## config.mk

```make
export PLATFORM = sky130hd
export DESIGN_NAME = lc2k_decode_stage
export DESIGN_NICKNAME = d
export VERILOG_FILES = /design/src/rtl/lc2k_pkg.sv /design/src/rtl/lc2k_regfile.sv /design/src/rtl/lc2k_decode_stage.sv
export SDC_FILE = /design/constraint.sdc
export NUM_CORES = 1
export LEC_CHECK = 0
export BUFFER_PORTS_ARGS = -buffer_cell sky130_fd_sc_hd__buf_2
export CORE_UTILIZATION = 52
export CTS_CLUSTER_DIAMETER = 150
export DETAILED_ROUTE_END_ITERATION = 7
export MAX_ROUTING_LAYER = met4
export PLACE_DENSITY = 0.77
export SLEW_MARGIN = 15
export SYNTH_ARGS = -nofsm -noshare
export SYNTH_HDL_FRONTEND = slang
export SYNTH_SLANG_ARGS = --single-unit
```

## constraint.sdc

```tcl
create_clock -name clk -period 3.1 [get_ports clk]
set_input_delay 0.155 -clock clk [delete_from_list [all_inputs] [get_ports clk]]
set_output_delay 0.155 -clock clk [all_outputs]
set_load 0.02 [all_outputs]
```

## src/rtl/lc2k_pkg.sv

```systemverilog
// Shared LC-2K definitions: opcodes, ALU op codes, instruction field positions
// and the ID/EX control bundle consumed by the execute stage.
package lc2k_pkg;

    localparam int LC2K_XLEN  = 32;
    localparam int LC2K_NREGS = 8;
    localparam int LC2K_RIDX  = 3;

    localparam logic [2:0] OP_ADD  = 3'b000;
    localparam logic [2:0] OP_NOR  = 3'b001;
    localparam logic [2:0] OP_LW   = 3'b010;
    localparam logic [2:0] OP_SW   = 3'b011;
    localparam logic [2:0] OP_BEQ  = 3'b100;
    localparam logic [2:0] OP_JALR = 3'b101;
    localparam logic [2:0] OP_HALT = 3'b110;
    localparam logic [2:0] OP_NOOP = 3'b111;

    typedef enum logic [1:0] {
        ALU_ADD = 2'b00,
        ALU_NOR = 2'b01,
        ALU_EQ  = 2'b10
    } alu_op_e;

    localparam int OPC_HI  = 24;
    localparam int OPC_LO  = 22;
    localparam int RA_HI   = 21;
    localparam int RA_LO   = 19;
    localparam int RB_HI   = 18;
    localparam int RB_LO   = 16;
    localparam int DEST_HI = 2;
    localparam int DEST_LO = 0;
    localparam int OFF_HI  = 15;
    localparam int OFF_LO  = 0;

    // All-zero value of this struct is a bubble.
    typedef struct packed {
        logic    valid;
        alu_op_e alu_op;
        logic    reg_write;
        logic    mem_read;
        logic    mem_write;
        logic    is_beq;
        logic    is_jalr;
        logic    is_halt;
    } idex_ctrl_t;

    function automatic logic [LC2K_XLEN-1:0] sext16(input logic [15:0] v);
        return {{(LC2K_XLEN-16){v[15]}}, v};
    endfunction

endpackage

```

## src/rtl/lc2k_regfile.sv

```systemverilog
// 8-entry architectural register file: two combinational read ports that see a
// same-cycle writeback, one synchronous write port, R0 fixed at zero.
module lc2k_regfile #(
    parameter int XLEN  = 32,
    parameter int NREGS = 8,
    localparam int AW   = $clog2(NREGS)
) (
    input  logic            clk,
    input  logic            resetn,
    input  logic            we_i,
    input  logic [AW-1:0]   wreg_i,
    input  logic [XLEN-1:0] wdata_i,
    input  logic [AW-1:0]   raddr_a_i,
    output logic [XLEN-1:0] rdata_a_o,
    input  logic [AW-1:0]   raddr_b_i,
    output logic [XLEN-1:0] rdata_b_o
);

    logic [XLEN-1:0] regs_q [NREGS];

    always_ff @(posedge clk) begin
        if (!resetn) begin
            for (int i = 0; i < NREGS; i++) begin
                regs_q[i] <= '0;
            end
        end else if (we_i && (wreg_i != '0)) begin
            regs_q[wreg_i] <= wdata_i;
        end
    end

    always_comb begin
        rdata_a_o = '0;
        if (raddr_a_i != '0) begin
            rdata_a_o = (we_i && (wreg_i == raddr_a_i)) ? wdata_i : regs_q[raddr_a_i];
        end
    end

    always_comb begin
        rdata_b_o = '0;
        if (raddr_b_i != '0) begin
            rdata_b_o = (we_i && (wreg_i == raddr_b_i)) ? wdata_i : regs_q[raddr_b_i];
        end
    end

endmodule

```

## src/rtl/lc2k_decode_stage.sv

```systemverilog
// LC-2K decode/register-read stage: decodes the fetched word, reads operands,
// stalls on load-use, and loads the ID/EX register (bubbles on flush/halt/stall).
module lc2k_decode_stage
    import lc2k_pkg::*;
#(
    parameter int XLEN  = 32,
    parameter int NREGS = 8,
    localparam int AW   = $clog2(NREGS)
) (
    input  logic            clk,
    input  logic            resetn,
    input  logic            ifValid,
    input  logic [31:0]     ifInstr,
    input  logic [XLEN-1:0] ifPC,
    output logic            idReady,
    input  logic            flush,
    input  logic            wbEnable,
    input  logic [AW-1:0]   wbReg,
    input  logic [XLEN-1:0] wbData,
    output logic            exValid,
    output logic [XLEN-1:0] aluValA,
    output logic [XLEN-1:0] aluValB,
    output logic [1:0]      CONTROL_OPERATION,
    output logic [XLEN-1:0] exStoreData,
    output logic [XLEN-1:0] exOffset,
    output logic [AW-1:0]   exDest,
    output logic            exRegWrite,
    output logic            exMemRead,
    output logic            exMemWrite,
    output logic            exIsBeq,
    output logic            exIsJalr,
    output logic            exIsHalt,
    output logic [XLEN-1:0] exPC
);

    logic [2:0]      opcode;
    logic [AW-1:0]   reg_a, reg_b, dest_f;
    logic [XLEN-1:0] offset_sx;
    logic [XLEN-1:0] rd_a, rd_b;
    logic            uses_a, uses_b;
    logic            load_use;
    logic            issue;

    idex_ctrl_t      ctrl_d, ctrl_q;
    logic [XLEN-1:0] val_a_d, val_a_q;
    logic [XLEN-1:0] val_b_d, val_b_q;
    logic [XLEN-1:0] store_d, store_q;
    logic [XLEN-1:0] off_d, off_q;
    logic [XLEN-1:0] pc_d, pc_q;
    logic [AW-1:0]   dest_d, dest_q;
    logic            halted_d, halted_q;

    assign opcode    = ifInstr[OPC_HI:OPC_LO];
    assign reg_a     = ifInstr[RA_HI:RA_LO];
    assign reg_b     = ifInstr[RB_HI:RB_LO];
    assign dest_f    = ifInstr[DEST_HI:DEST_LO];
    assign offset_sx = sext16(ifInstr[OFF_HI:OFF_LO]);

    lc2k_regfile #(.XLEN(XLEN), .NREGS(NREGS)) u_regfile (
        .clk       (clk),
        .resetn    (resetn),
        .we_i      (wbEnable),
        .wreg_i    (wbReg),
        .wdata_i   (wbData),
        .raddr_a_i (reg_a),
        .rdata_a_o (rd_a),
        .raddr_b_i (reg_b),
        .rdata_b_o (rd_b)
    );

    always_comb begin
        uses_a = !((opcode == OP_HALT) || (opcode == OP_NOOP));
        uses_b = (opcode == OP_ADD) || (opcode == OP_NOR) ||
                 (opcode == OP_BEQ) || (opcode == OP_SW);
    end

    // Only register indices feed the hazard check, so wbData never reaches idReady.
    assign load_use = ifValid && ctrl_q.valid && ctrl_q.mem_read && (dest_q != '0) &&
                      ((uses_a && (reg_a == dest_q)) || (uses_b && (reg_b == dest_q)));

    assign issue   = ifValid && !flush && !halted_q && !load_use;
    assign idReady = flush || (!halted_q && !load_use);

    always_comb begin
        ctrl_d  = '0;
        val_a_d = '0;
        val_b_d = '0;
        store_d = '0;
        off_d   = '0;
        pc_d    = '0;
        dest_d  = '0;
        if (issue) begin
            ctrl_d.valid = 1'b1;
            off_d        = offset_sx;
            pc_d         = ifPC;
            val_a_d      = rd_a;
            store_d      = rd_b;
            case (opcode)
                OP_ADD, OP_NOR: begin
                    val_b_d          = rd_b;
                    ctrl_d.alu_op    = (opcode == OP_NOR) ? ALU_NOR : ALU_ADD;
                    dest_d           = dest_f;
                    ctrl_d.reg_write = 1'b1;
                end
                OP_LW: begin
                    val_b_d          = offset_sx;
                    dest_d           = reg_b;
                    ctrl_d.reg_write = 1'b1;
                    ctrl_d.mem_read  = 1'b1;
                end
                OP_SW: begin
                    val_b_d          = offset_sx;
                    ctrl_d.mem_write = 1'b1;
                end
                OP_BEQ: begin
                    val_b_d       = rd_b;
                    ctrl_d.alu_op = ALU_EQ;
                    ctrl_d.is_beq = 1'b1;
                end
                OP_JALR: begin
                    dest_d           = reg_b;
                    ctrl_d.reg_write = 1'b1;
                    ctrl_d.is_jalr   = 1'b1;
                end
                OP_HALT: begin
                    ctrl_d.is_halt = 1'b1;
                end
                default: begin
                end
            endcase
        end
    end

    // Once a halt enters ID/EX, only reset leaves the halted condition.
    assign halted_d = halted_q || (issue && (opcode == OP_HALT));

    always_ff @(posedge clk) begin
        if (!resetn) begin
            ctrl_q   <= '0;
            val_a_q  <= '0;
            val_b_q  <= '0;
            store_q  <= '0;
            off_q    <= '0;
            pc_q     <= '0;
            dest_q   <= '0;
            halted_q <= 1'b0;
        end else begin
            ctrl_q   <= ctrl_d;
            val_a_q  <= val_a_d;
            val_b_q  <= val_b_d;
            store_q  <= store_d;
            off_q    <= off_d;
            pc_q     <= pc_d;
            dest_q   <= dest_d;
            halted_q <= halted_d;
        end
    end

    assign exValid           = ctrl_q.valid;
    assign aluValA           = val_a_q;
    assign aluValB           = val_b_q;
    assign CONTROL_OPERATION = ctrl_q.alu_op;
    assign exStoreData       = store_q;
    assign exOffset          = off_q;
    assign exDest            = dest_q;
    assign exRegWrite        = ctrl_q.reg_write;
    assign exMemRead         = ctrl_q.mem_read;
    assign exMemWrite        = ctrl_q.mem_write;
    assign exIsBeq           = ctrl_q.is_beq;
    assign exIsJalr          = ctrl_q.is_jalr;
    assign exIsHalt          = ctrl_q.is_halt;
    assign exPC              = pc_q;

endmodule
```

; ---- After elaboration in Yosys (flattened, before gate mapping)
; Memories as Yosys holds them, arrays and structs flattened. A register that Yosys moved wholly into a read port is not among the register bits.
; Index checks and enable logic that the tools add are counted.
; W data, S select, Z words.
[totals]
regBits = 125
latch_bits = 0
mem_bits_rw = 256
rom_bits = 0
input_bits = 104
elab_cells = 83
memories = 1
[mem_list]
columns = memory, words, width, read_ports, rd_ports_with_merged_regs, write_ports, line
row1 = u_regfile.regs_q, 8, 32, 2, 1, 8, lc2k_regfile.sv:19  ; logic [XLEN-1:0] regs_q [NREGS];
[classes]
n_addsub = 0
multipliers = 0
div = 0
order_cmp = 0
n_eq_ne = 10
shifts = 0
mux = 20
bitwise = 0
n_reduce_logical = 38
[op_table]
columns = operator, n
row1 = $mux W32, 3
row2 = $pmux W32 S2, 1
row3 = $reduce_or A32 Y1, 1
row4 = $logic_and A1 B1 Y1, 13
row5 = $eq A3 B3 Y1 const B, 4
row6 = $mux W1, 12
row7 = $reduce_bool A3 Y1, 4
row8 = $eq A3 B3 Y1, 3
row9 = $mux W9, 1
row10 = $logic_or A1 B1 Y1, 7
row11 = $eq A3 B2 Y1 const B, 2
row12 = $pmux W3 S2, 1
row13 = $reduce_or A2 Y1, 3
row14 = $logic_not A1 Y1, 5
row15 = $pmux W2 S2, 1
row16 = $reduce_or A4 Y1, 1
row17 = $eq A3 B1 Y1 const B, 1
row18 = $logic_not A3 Y1, 1
row19 = $mux W3, 1
row20 = $reduce_and A3 Y1, 1
row21 = $reduce_or A3 Y1, 1
row22 = $reduce_and A2 Y1, 1

; ---- Logic depth before layout (Yosys ltp)
[depth]
depth_word = 11
depth_mapped = 8
mapped_depth_nobuf = 6

; ---- Hierarchy
; From an unflattened synthesis, not the netlist that was laid out.
[hier_totals]
cells_unflattened = 1492
area_unflattened_um2 = 17579.4
[by_module_without_submodules]
columns = mod, n_inst, cells_per_inst, area_each_um2
row1 = lc2k_regfile, 1, 1053, 12703.4
row2 = lc2k_decode_stage, 1, 439, 4875.9

; ---- Least setup slack after synthesis
; OpenSTA, ideal clock, no wires.
[synth_path]
path_type = input-to-reg
startpoint = in resetn
endpoint = mem u_regfile.regs_q[5][0], enable pin
setup_ns = 0.466
arrival_time_ns = 2.836
required_ns = 2.634
slack_ns = -0.202
cell_stages = 3
path_buffers = 1
cell_sequence = clkbuf_2 -> nand3_1 -> o21ai_0
[synth_rtl]
columns = element, line
row1 = start: declaration, lc2k_decode_stage.sv:11  ; input logic resetn,
row2 = end: declaration, lc2k_regfile.sv:19

; ---- Final worst setup path
[layout_path]
startpoint = in ifInstr[22]
endpoint = out idReady
[layout_between]
elab_chain_len = 10
elab_cells_between_ends = 18
cone_classes = eq/ne (5) / reduce/logical (13)
[layout_rtl]
columns = element, line
row1 = start: declaration, lc2k_decode_stage.sv:13  ; input logic [31:0] ifInstr,
row2 = $eq A3 B1 Y1 / $logic_not A3 Y1 (equally long branches), lc2k_decode_stage.sv:73  ; uses_b = (opcode == OP_ADD) || (opcode == OP_NOR) ||
row3 = $logic_or A1 B1 Y1 (2 in series), lc2k_decode_stage.sv:73
row4 = $logic_or A1 B1 Y1, lc2k_decode_stage.sv:74  ; (opcode == OP_BEQ) || (opcode == OP_SW);
row5 = $logic_and A1 B1 Y1, lc2k_decode_stage.sv:79  ; ((uses_a && (reg_a == dest_q)) || (uses_b && (reg_b == dest_q)));
row6 = $logic_or A1 B1 Y1 (*), lc2k_decode_stage.sv:79
row7 = $logic_and A1 B1 Y1 (*), lc2k_decode_stage.sv:78  ; assign load_use = ifValid && ctrl_q.valid && ctrl_q.mem_read && (dest_q != '0) &&
row8 = $logic_not A1 Y1 (*), lc2k_decode_stage.sv:82  ; assign idReady = flush || (!halted_q && !load_use);
row9 = $logic_and A1 B1 Y1 (*), lc2k_decode_stage.sv:82
row10 = $logic_or A1 B1 Y1 (*), lc2k_decode_stage.sv:82
row11 = end: declaration, lc2k_decode_stage.sv:15  ; output logic idReady,
; Every way passes the cells marked *; elsewhere a longest branch is shown, timed or not.

==> summary.md <==
| Metric | Value |
|---|---|
| Run status | `completed` |
| Post-Place Worst Slack | `0.821 ns` |
| DR DRC count | `0` |
| Logic pwr share | `0.111` |
| Synth unique cells | `47` |
| Layout cells sized above 1 | `0.265` |
| Hold crit path type | `in2reg` |
| Fmax | `371 MHz` |
| Switch Pwr | `between 3 and 4 mW` |
| First-pass GRT wire length | `~80 mm` |
| Initial antenna violation count | `4` |
| Clock Skew | `about 0.011 ns` |
| Hold Path Origin | `ifInstr[24]` |
| Nets | `approximately 1900` |
| Via/cell ratio | `6.03` |
| Final Hold Vio Count | `0` |
| Max IR drop VDD | `483 uV` |
| Max FO, Critical Path | `39` |
| CTS Buf Count | `42` |
| CORE AREA | `33900 sq um` |
| Avg WL per Cell | `23.7 microns` |
| Worst reg2reg path depth | `7` |
| Power density cells | `570 nW/um^2` |
| Syn. warnings | `0` |
| Worst hold path cell count | `3` |
| Setup_tns | `0 ns` |
| Sequential fraction of the synthesis area | `0.599` |
| Routability cong. | `approximately 0.86` |
| Startpoint types | `primary input` |
| First drt pass iteration count | `7` |
| Chip width | `around 190 microns` |
| CP Capture Type | `output pin` |
| Switching Fraction | `0.240` |
| R2r endpoint | `CONTROL_OPERATION[1]$_SDFF_PN0_` |
| Detailed Route WL | `53.6 mm` |
| Min Tclk post-route | `2.69 ns` |
| Largest net degree at the start of global routing | `69` |
| Sequential share of power | `0.493` |
| ANT nets after route | `0` |
| Synth async-reset ratio | `0` |
| WP data required | `2.94 ns` |
| Critical R2R Launch | `exDest[1]$_SDFF_PN0_` |
| Clk pin slew, worst setup/hold paths | `around 0.05 ns` |
| Post-synth top flop | `edfxtp_1` |
| Area Growth Syn to Fin | `23.3%` |
| Final setup slack of the worst path | `0.407 ns` |
| EDFF count, synth | `approximately 260` |
| CTS tree | `built` |
| Post-synthesis cell area | `18000 sq um` |
| RSZ-0062 raised after global routing | `no` |
| Post-DP HPWL | `32.3 mm` |
| Cells after synthesis | `1427` |
| Tot Pwr | `12.7 mW` |
| Pleak | `8.97 nW` |
| P_int | `9.64 mW` |
| Commonest cells after routing, fill and taps aside | `buf_2, edfxtp_1, and2_1` |
| Clk sinks | `412` |
| Worst path arrival time | `2.54 ns` |
| Vias in the first global route | `13814` |
| MaxCap Viol Count | `0` |
| GRT Overall Usage | `0.310` |
| Die H | `188 microns` |
| I/O Pins | `277` |
| Endpoints failing setup | `0` |
| Initial DRC count | `roughly 1500` |
| Worst-Skew Late Latency | `0.54 ns` |
| Initial core utilization | `0.533` |
| Commonest non-fill, non-tap cell in the layout | `buf_2` |
| Worst-margin pin slew | `0.965 ns` |
| Vias | `13605` |
| IO Port Bufs | `269` |
| Longest Clk Path Bufs | `3` |
| # rows | `67` |
| Remaining global-route overflow | `0` |
| CTS H-Tree Depth | `2` |
| Post_cts resized | `0` |
| Clock power frac | `0.397` |
| Root Driver | `clkbuf_16` |
| Mapped Avg Cell Area | `12.6 sq um` |
| DIE AREA | `35400 sq um` |
| #FFs+latches synth | `412` |
| Final period util | `0.869` |
| Slew headroom | `0.357` |
| Hold worst-path end | `exIsJalr$_SDFF_PN0_` |
| Critical Setup Path Class | `in2out` |
| Flop-to-flop setup slack | `between 0.7 and 0.8 ns` |
| Final Max Slew Viols | `0` |
==> area by class of cell <==
cell class / instances / area [sq um]
repair buffers: 410 / 2770
well taps: 448 / 561
inverters: 3 / 11.3
flip-flops and latches: 412 / 10800
clock buffers: 57 / 1190
clock inverters: 21 / 178
fillers: 2423 / 11600
diodes: 4 / 10.0
multi-input cells: 903 / 6710
==> metrics by stage <==
step / hold slack, ns / instance area (sq um) / cells / utilization
final: 0.0117 / 22200 / 2258 / 0.657
after global routing: 0.0372 / 22200 / 2258 / 0.657
after CTS: 0.00954 / 22200 / 2254 / 0.656
after detailed placement: 0.384 / 20000 / 2093 / 0.591
after global placement: 0.378 / 20000 / 2093 / 0.591
after floorplan: 0.291 / 18200 / 1458 / -
==> power by group through the flow <==
stage,clock (mW),combinational [mW],sequential [mW]
global route,5.29,1.48,6.27
floorplan,0,0.735,6.39
finish,5.03,1.40,6.25
detailed placement,0,1.29,6.35
global placement,0,1.26,6.33
CTS,5.05,1.38,6.24
==> state kept, by name, indices dropped and copies added (netlist names) <==
register	cells
aluValB	32
exRegWrite	1
exPC	32
exDest	3
exOffset	16
exIsJalr	1
exValid	1
aluValA	32
CONTROL_OPERATION	2
u_regfile.regs_q	256
exMemRead	1
exIsHalt	1
exStoreData	32
halted_q	1
exMemWrite	1
==> logic make-up (layout without fill, tap and decap cells) <==
logic type,after synthesis,in the layout,synth area share
other,1,36,0.000208
and+or+nand+nor,524,524,0.160
buffers and inverters,143,491,0.0404
muxes,99,99,0.0994
AOI/OAI and AO/OA,237,237,0.0959
DFF,412,412,0.599
xor gates and xnor gates,11,11,0.00534
==> worst max-delay path, stage by stage <==
cell	delay (ns)
dlygate4sd3_1	0.54
buf_2	0.25
mux2i_1	0.22
nand4_1	0.11
a211o_1	0.38
buf_4	0.28
nor2b_1	0.22
or2_1	0.22
buf_2	0.16
==> Yosys cell counts (2+ instances only) <==
master	number	area, sq um
edfxtp_1	256	7690
o22a_1	31	272
nor2b_1	33	206
nand3_1	3	15.0
mux4_2	64	1440
dfxtp_1	156	3120
nor2_1	72	270
buf_4	26	195
a22o_1	3	26.3
a211oi_1	61	458
buf_6	5	56.3
nor3_1	42	210
buf_2	44	220
o22ai_1	63	394
or3_1	2	12.5
nand4_1	3	18.8
and3_1	54	338
nand2_1	71	267
clkbuf_1	61	229
a211oi_2	3	37.5
xnor2_1	10	87.6
buf_1	3	11.3
mux2i_1	34	340
nand2b_1	7	43.8
o21ai_0	4	20.0
a21oi_1	35	175
a221oi_1	17	149
and2_1	226	1410
a211o_1	2	17.5
inv_1	3	11.3
a222oi_1	14	140
nand3b_1	4	30.0
==> routing by layer <==
layer / global-route usage / wire length [microns] / vias to the layer above / part of all wire
li1: - / - / 5947 / -
met2: 0.505 / 26300 / 975 / 0.49
met1: 0.379 / 19400 / 6528 / 0.36
met5: - / 0 / - / 0
met4: 0.138 / 2010 / 0 / 0.037
met3: 0.0520 / 5900 / 155 / 0.11
==> worst max-delay path by stage <==
stage / start / endpoint / cells past startpoint
4_1_cts: ifInstr[22] / idReady / 9
5_1_grt: ifInstr[22] / idReady / 9
6_report: ifInstr[22] / idReady / 9
3_3_place_gp: ifInstr[19] / idReady / 8
3_5_place_dp: resetn / u_regfile.regs_q[4][5]$_SDFFCE_PN0P_ / 5
2_1_floorplan: resetn / u_regfile.regs_q[5][0]$_SDFFCE_PN0P_ / 3
==> repair_timing <==
action,4_1_cts,5_1_grt
hold buffers,83,0
hold endpoints to repair,124,0
setup buffers,0,0
Power figures use the tool's default switching activity.
